[src/rtl/cp0_pkg.sv]
// cp0_pkg: shared constants for the coprocessor-0 block.
//   - CP0 register numbers (SR, Cause, EPC, PRId)
//   - SR / Cause field bit positions
//   - Interrupt vector word address, also used by the next-PC selector
// Optional feature macro used by cp0_irq_detect: CP0_IP_LATCH_EN.
package cp0_pkg;

    // CP0 register numbers (rd field of mfc0/mtc0)
    localparam logic [4:0] RegSr    = 5'd12;
    localparam logic [4:0] RegCause = 5'd13;
    localparam logic [4:0] RegEpc   = 5'd14;
    localparam logic [4:0] RegPrid  = 5'd15;

    // SR fields
    localparam int unsigned SrIeBit  = 0;
    localparam int unsigned SrExlBit = 1;
    localparam int unsigned SrImLo   = 10;
    localparam int unsigned SrImHi   = 15;

    // Cause fields
    localparam int unsigned CauseIpLo = 10;
    localparam int unsigned CauseIpHi = 15;

    localparam int unsigned NumHwInt = 6;

    // Interrupt vector, word address (byte address 0x0000_4180)
    localparam logic [29:0] IntVector = 30'h0000_1060;

    // Pack the visible SR bits into a 32-bit read value.
    function automatic logic [31:0] pack_sr(input logic [NumHwInt-1:0] im,
                                            input logic exl,
                                            input logic ie);
        logic [31:0] v;
        v = '0;
        v[SrImHi:SrImLo] = im;
        v[SrExlBit]      = exl;
        v[SrIeBit]       = ie;
        return v;
    endfunction

    // Pack the visible Cause bits into a 32-bit read value.
    function automatic logic [31:0] pack_cause(input logic [NumHwInt-1:0] ip);
        logic [31:0] v;
        v = '0;
        v[CauseIpHi:CauseIpLo] = ip;
        return v;
    endfunction

endpackage

[src/rtl/cp0_irq_detect.sv]
// cp0_irq_detect: interrupt-pending register and request equation.
// Configuration macro: CP0_IP_LATCH_EN
//   defined   - IP bits are sticky; set by hwint, cleared only by an mtc0 to Cause writing 0
//               (a set in the same cycle wins over the clear).
//   undefined - IP mirrors hwint every cycle; mtc0 to Cause has no effect.
// Ports:
//   clk, rst        - clock, synchronous active-high reset
//   hwint_i         - level-sensitive device interrupt lines (Cause IP[15:10] order)
//   cause_we_i      - mtc0 to Cause this cycle
//   cause_wdata_i   - IP field of the mtc0 write data
//   im_i, ie_i, exl_i - registered SR fields
//   ip_o            - registered IP bits
//   int_req_o       - interrupt request to the controller
module cp0_irq_detect
    import cp0_pkg::*;
(
    input  logic                clk,
    input  logic                rst,
    input  logic [NumHwInt-1:0] hwint_i,
    input  logic                cause_we_i,
    input  logic [NumHwInt-1:0] cause_wdata_i,
    input  logic [NumHwInt-1:0] im_i,
    input  logic                ie_i,
    input  logic                exl_i,
    output logic [NumHwInt-1:0] ip_o,
    output logic                int_req_o
);

    logic [NumHwInt-1:0] ip_d, ip_q;

`ifdef CP0_IP_LATCH_EN
    always_comb begin
        ip_d = ip_q;
        // Software clear applied first so a concurrent hwint set wins.
        if (cause_we_i) begin
            ip_d = ip_q & cause_wdata_i;
        end
        ip_d = ip_d | hwint_i;
    end
`else
    logic unused_cause_wr;
    assign unused_cause_wr = cause_we_i ^ (^cause_wdata_i);

    always_comb begin
        ip_d = hwint_i;
    end
`endif

    always_ff @(posedge clk) begin
        if (rst) begin
            ip_q <= '0;
        end else begin
            ip_q <= ip_d;
        end
    end

    assign ip_o      = ip_q;
    assign int_req_o = (|(ip_q & im_i)) & ie_i & ~exl_i;

endmodule

[src/rtl/cp0_unit.sv]
// cp0_unit: coprocessor 0 for the pipelined MIPS core.
// Holds SR (12), Cause (13), EPC (14) and PRId (15); raises int_req to the controller and
// captures the resume PC when an interrupt is taken.
// Configuration macro: CP0_IP_LATCH_EN (sticky IP bits, see cp0_irq_detect).
// Ports:
//   clk, rst  - clock, synchronous active-high reset
//   rd_addr   - mfc0 register number;  dout - combinational mfc0 read data
//   wr_addr, din, we - mtc0 register number, data, enable
//   pc        - word PC to resume at, captured into EPC on exl_set
//   exl_set   - controller takes an interrupt;  exl_clr - eret executing
//   hwint     - device interrupt lines [7:2]
//   epc       - EPC to the next-PC selector;  int_req - interrupt request
module cp0_unit
    import cp0_pkg::*;
#(
    parameter logic [31:0] PRID = 32'h0000_0001
) (
    input  logic        clk,
    input  logic        rst,
    input  logic [4:0]  rd_addr,
    input  logic [4:0]  wr_addr,
    input  logic [31:0] din,
    input  logic        we,
    input  logic [31:2] pc,
    input  logic        exl_set,
    input  logic        exl_clr,
    input  logic [7:2]  hwint,
    output logic [31:0] dout,
    output logic [31:2] epc,
    output logic        int_req
);

    logic [NumHwInt-1:0] im_d, im_q;
    logic                ie_d, ie_q;
    logic                exl_d, exl_q;
    logic [29:0]         epc_d, epc_q;
    logic [NumHwInt-1:0] ip;

    logic sr_we, cause_we, epc_we;

    assign sr_we    = we && (wr_addr == RegSr);
    assign cause_we = we && (wr_addr == RegCause);
    assign epc_we   = we && (wr_addr == RegEpc);

    // Only the mapped fields of din are ever stored.
    logic unused_din;
    assign unused_din = ^{din[SrExlBit], din[9:2]};

    always_comb begin
        im_d  = im_q;
        ie_d  = ie_q;
        exl_d = exl_q;
        epc_d = epc_q;

        if (sr_we) begin
            im_d = din[SrImHi:SrImLo];
            ie_d = din[SrIeBit];
        end

        // Hardware EXL updates override whatever software wrote to that bit.
        if (exl_set) begin
            exl_d = 1'b1;
        end else if (exl_clr) begin
            exl_d = 1'b0;
        end else if (sr_we) begin
            exl_d = din[SrExlBit];
        end

        if (exl_set) begin
            epc_d = pc;
        end else if (epc_we) begin
            epc_d = din[31:2];
        end
    end

    always_ff @(posedge clk) begin
        if (rst) begin
            im_q  <= '0;
            ie_q  <= 1'b0;
            exl_q <= 1'b0;
            epc_q <= '0;
        end else begin
            im_q  <= im_d;
            ie_q  <= ie_d;
            exl_q <= exl_d;
            epc_q <= epc_d;
        end
    end

    cp0_irq_detect u_irq_detect (
        .clk           (clk),
        .rst           (rst),
        .hwint_i       (hwint),
        .cause_we_i    (cause_we),
        .cause_wdata_i (din[CauseIpHi:CauseIpLo]),
        .im_i          (im_q),
        .ie_i          (ie_q),
        .exl_i         (exl_q),
        .ip_o          (ip),
        .int_req_o     (int_req)
    );

    // Reads see registered state only, so a same-cycle write returns the old value.
    always_comb begin
        dout = '0;
        case (rd_addr)
            RegSr:    dout = pack_sr(im_q, exl_q, ie_q);
            RegCause: dout = pack_cause(ip);
            RegEpc:   dout = {epc_q, 2'b00};
            RegPrid:  dout = PRID;
            default:  dout = '0;
        endcase
    end

    assign epc = epc_q;

endmodule

[config.mk]
export PLATFORM = sky130hd
export DESIGN_NAME = cp0_unit
export DESIGN_NICKNAME = d
export VERILOG_FILES = /design/src/rtl/cp0_pkg.sv /design/src/rtl/cp0_irq_detect.sv /design/src/rtl/cp0_unit.sv
export SDC_FILE = /design/constraint.sdc
export NUM_CORES = 1
export LEC_CHECK = 0
export CORE_MARGIN = 3
export CORE_UTILIZATION = 35
export DETAILED_ROUTE_END_ITERATION = 8
export PLACE_DENSITY = 0.89
export SLEW_MARGIN = 15
export SYNTH_ARGS = -nofsm -noshare
export SYNTH_HDL_FRONTEND = slang
export SYNTH_HIERARCHICAL = 1
export SYNTH_SLANG_ARGS = --single-unit
[constraint.sdc]
create_clock -name clk -period 1.1 [get_ports clk]
set_input_delay 0.165 -clock clk [delete_from_list [all_inputs] [get_ports clk]]
set_output_delay 0.165 -clock clk [all_outputs]
set_load 0.02 [all_outputs]
Word-level counts from Yosys, hierarchy flattened
Cells that the tools add are included.
{ "totals": {"reg_bits": 44, "latch_bits": 0, "ramBits": 0, "romBits": 0, "elab_cells": 26, "memories": 0} }
{ "classes": {"n_addsub": 0, "multipliers": 0, "n_div": 0, "magnitude_cmp": 0, "eq_ne": 6, "shift": 0, "mux": 6, "bitwise_logic": 4, "n_reduce_logical": 5} }
{ "op_table": {"columns": ["op", "n"], "rows": [
  ["32-bit one-hot mux with 4 select lines", 1],
  ["30-bit 2-to-1 mux", 2],
  ["5-bit by 4-bit == test with 1-bit output, second input constant", 6],
  ["6-bit bitwise AND", 1],
  ["6-bit OR reduction", 1],
  ["1-bit 2-to-1 mux", 3],
  ["3-bit nonzero test", 1],
  ["1-bit bitwise AND", 2],
  ["1-bit logical AND", 2],
  ["2-bit nonzero test", 1],
  ["1-bit inverter", 1]
]} }

Depth between registers and ports, before layout
{ "logic_depth": {"word_depth": 5, "depth_mapped": 5, "mapped_depth_nobuf": 3} }

By module
The synthesis kept the hierarchy.
{ "modules_own_cells": {"columns": ["module", "instances", "cells_each", "area_per_inst_um2"], "rows": [
  ["cp0_unit", 1, 282, 2331.0],
  ["cp0_irq_detect", 1, 17, 192.7]
]} }

Worst setup path after synthesis
Ideal clock, no wire load.
{ "synth_timing": {"path_type": "register -> output", "from": "register epc_q[8] (netlist: epc[10])", "to": "output dout[10]", "arrival_time_ns": 1.087, "slack_ns": -0.152, "path_stages_with_launch": 4, "path_cell_list": "dfxtp_1 mux2i_1 or2_1 a21oi_1"} }
{ "synth_via": {"elab_chain_cells": 1} }
{ "synth_rtl": {"columns": ["element", "line_no", "source"], "rows": [
  ["from (decl)", "cp0_unit.sv:36", "logic [29:0] epc_d, epc_q;"],
  ["from (signal assigned)", "cp0_unit.sv:86", "epc_q <= epc_d;"],
  ["32-bit one-hot mux with 4 select lines", "cp0_unit.sv:106", "case (rd_addr)"],
  ["to (decl)", "cp0_unit.sv:28", "output logic [31:0] dout,"]
]} }
Every way passes these cells.

Worst setup path after layout
{ "layout_timing": {"from": "register im_q[3]", "to": "output dout[13]"} }
{ "layout_via": {"elab_chain_cells": 1} }
{ "layout_rtl": {"columns": ["element", "line_no", "source"], "rows": [
  ["from (decl)", "cp0_unit.sv:33", "logic [NumHwInt-1:0] im_d, im_q;"],
  ["from (signal assigned)", "cp0_unit.sv:83", "im_q <= im_d;"],
  ["32-bit one-hot mux with 4 select lines", "cp0_unit.sv:106", null]
]} }
Every way passes these cells.

==> impl_results.md <==
* Run status: finished, violations left
* Violations in the final reports: negative setup slack
* Actual slew at the worst max-slew pin at 0.3304 ns
* Cell type group with the largest total delay on the critical path: flip-flops
* Kind of end point of the critical path: output port
* TNS Setup at -8.676 ns
* Maximum number of pins on one net before global-route repair at 50
* Via count at ~3000
* Core Box Area at 0.006869 mm^2
* Initial Util at 0.3663
* Residual DRC at 0
* Final HPWL from detailed placement at 6.670 mm
* Insertion delay of the later-clocked pin in the worst-skew pair at 0.29 ns
* Buffers and inverters on the worst path at 1
* Cell-by-cell trace of the critical path: mux2i_1 -> or2_1 -> a21oi_2 -> buf_6
* Overall routed net length at 10.01 mm
* Met3 global-route usage at 0.06583
* Max Clock Skew at 0 ns
* Clock transition time at the flip-flop clock pins of the worst setup and hold paths at 0.08 ns
* Cell with the biggest individual delay on the critical path: dfxtp_4
* Synth Area per Inst at 8.444 um^2
* Gate Count Post-Synth at 298
* Category of the critical setup timing path: flop to output port
* Maximum cell stage delay along the critical path at 0.38 ns
* Path type of the worst min-delay path: primary input to flop
* Number of antenna violations at the first check in global routing at 0
* Area Growth Syn to Fin at 83.14%
* Detailed-route vias per instance at 5.404
* Net count after synthesis at 381
* Number of port buffers at 145
* Count of maximum capacitance violations at 0
* Clock tree from TritonCTS: yes
* Maximum clock frequency at ~0.7 GHz
* Final max-slew violation count at 0
* Die W at approximately 90 um
* Area enclosed by the die boundary at 0.008243 mm^2
* GPL Wtd Cong at just under 0.9
* Number of setup violations in the final report at 33
* Iteration-0 DRC count of the detailed router at 89
* Fraction of met1 tracks used by global routing at 0.2661
* Combined area of all synthesized cells at roughly 0.0025 mm^2
* Number of global-route vias before repair at roughly 3000
* Number of placement rows at 30
* Clock Tree Buf Depth at 2
* Worst-case vdd ir drop at 488.7 uV
* Top fanout value on the critical path at 3
* Static leakage power at 0.001804 uW
* # diodes at 0
* Critical Path RT at 0.94 ns
* Max-slew headroom at the worst pin at 0.7777
* Total power per unit cell area at 899.9 mW/mm^2
* Number of nets in the final layout at 550
* Hold-fix buffer count after cts at 0
* RSZ-0062 raised after global routing: yes
* Final worst path period need at 1.401 ns
* Total congestion overflow after global routing at 0
* Clock sink total at 44
* Iteration count of the initial detailed-routing pass at 4
* Average wire per cell in the routed design at 17.74 um
* Met2 Use GR at 0.4015
* Final hold violation count at 0
* Critical Path Start Type: flop
* Most frequent standard cell in the layout excluding fill and tap cells: clkdlybuf4s50_1
* Global-route usage over all layers at 0.2268
* CTS H-Tree Depth at 2
* Global-route wire length before repair at 15.25 mm
* Portion of the clock cycle consumed by the worst path in the final layout at 1.274
* Worst path arrival time at between 1 and 1.5 ns
* Die boundary height at 90.79 um
* Total clock buffers created by CTS at 5
* Setup slack after layout at -0.3013 ns
* Clock root cell: clkbuf_8
* Most frequent cells in the layout: clkdlybuf4s50_1 (69), buf_4 (50), nor4_1 (46)
* Count of pins on the block boundary at 146
* Share of final-layout standard cells stronger than drive strength 1 at 0.4295
* Layer with the highest usage after global routing: met2
* Post-route antenna net violation count at 0
* Overall power of the completed layout at 4147 uW
* Synthesis warning total at 6
through the flow:
| step | instance area, um^2 | instances | hold slack [ns] | setup slack (ns) | util |
|---|---|---|---|---|---|
| after floorplan | 2597 | 298 | 0.2366 | -0.06307 | - |
| after global placement | 4343 | 544 | 0.4710 | -0.9674 | 0.6322 |
| after detailed placement | 4343 | 544 | 0.4846 | -1.065 | 0.6322 |
| after CTS | 4448 | 559 | 0.1601 | -0.3120 | 0.6475 |
| after global routing | 4608 | 564 | 0.1791 | -0.3833 | 0.6709 |
| final | 4608 | 564 | 0.1726 | -0.3013 | 0.6709 |
report_power, final:
part           internal (uW)  switching, uW
logic                    620            519
clock network            672            573
registers               1690           71.6
total                   2980           1160
worst register-to-register path, cell delays in order, from the launching register on:
cell	delay, ns
dfxtp_1	0.34
buf_4	0.13
a211oi_1	0.25
nor4_2	0.08
metal layers:
metal / up-vias / wire length [um]
li1: 1447 / -
met4: 0 / 130
met3: 13 / 789
met1: 1448 / 4068
met2: 140 / 5018
met5: - / 0
registers in the layout (all words and copies together), names as in the netlist:
name               flops
im_q                   6
epc                   30
ie_q                   1
u_irq_detect/ip_o      6
exl_q                  1
path summary, 6_finish.rpt:
path	startpoint	cells past startpoint	slack [ns]	to
worst max-delay path	im_q[3]	4	-0.30	dout[13]
worst max register to register	epc[18]	3	0.19	epc[18]
worst min register to register	im_q[5]	2	0.50	im_q[5]
worst min-delay path	rst	2	0.17	u_irq_detect/ip_o[5]
timing repair:
item / CTS / global route
resized for setup: 356 / 46
cloned: 5 / 2
setup endpoints to repair: 101 / 79
endpoints found under the hold margin: 0 / 0
buffers inserted: 2 / 3
pin swaps: 5 / 20
area by class of cell:
cell class,count,area (um^2)
Clock buffer,5,68.82
Inverter,1,3.754
Fill cell,569,2261
Timing Repair Buffer,195,1844
Tap cell,96,120.1
Clock inverter,3,42.54
Sequential cell,44,908.4
Multi-Input combinational cell,220,1620
Note: power is estimated with default switching activity, not from simulation.
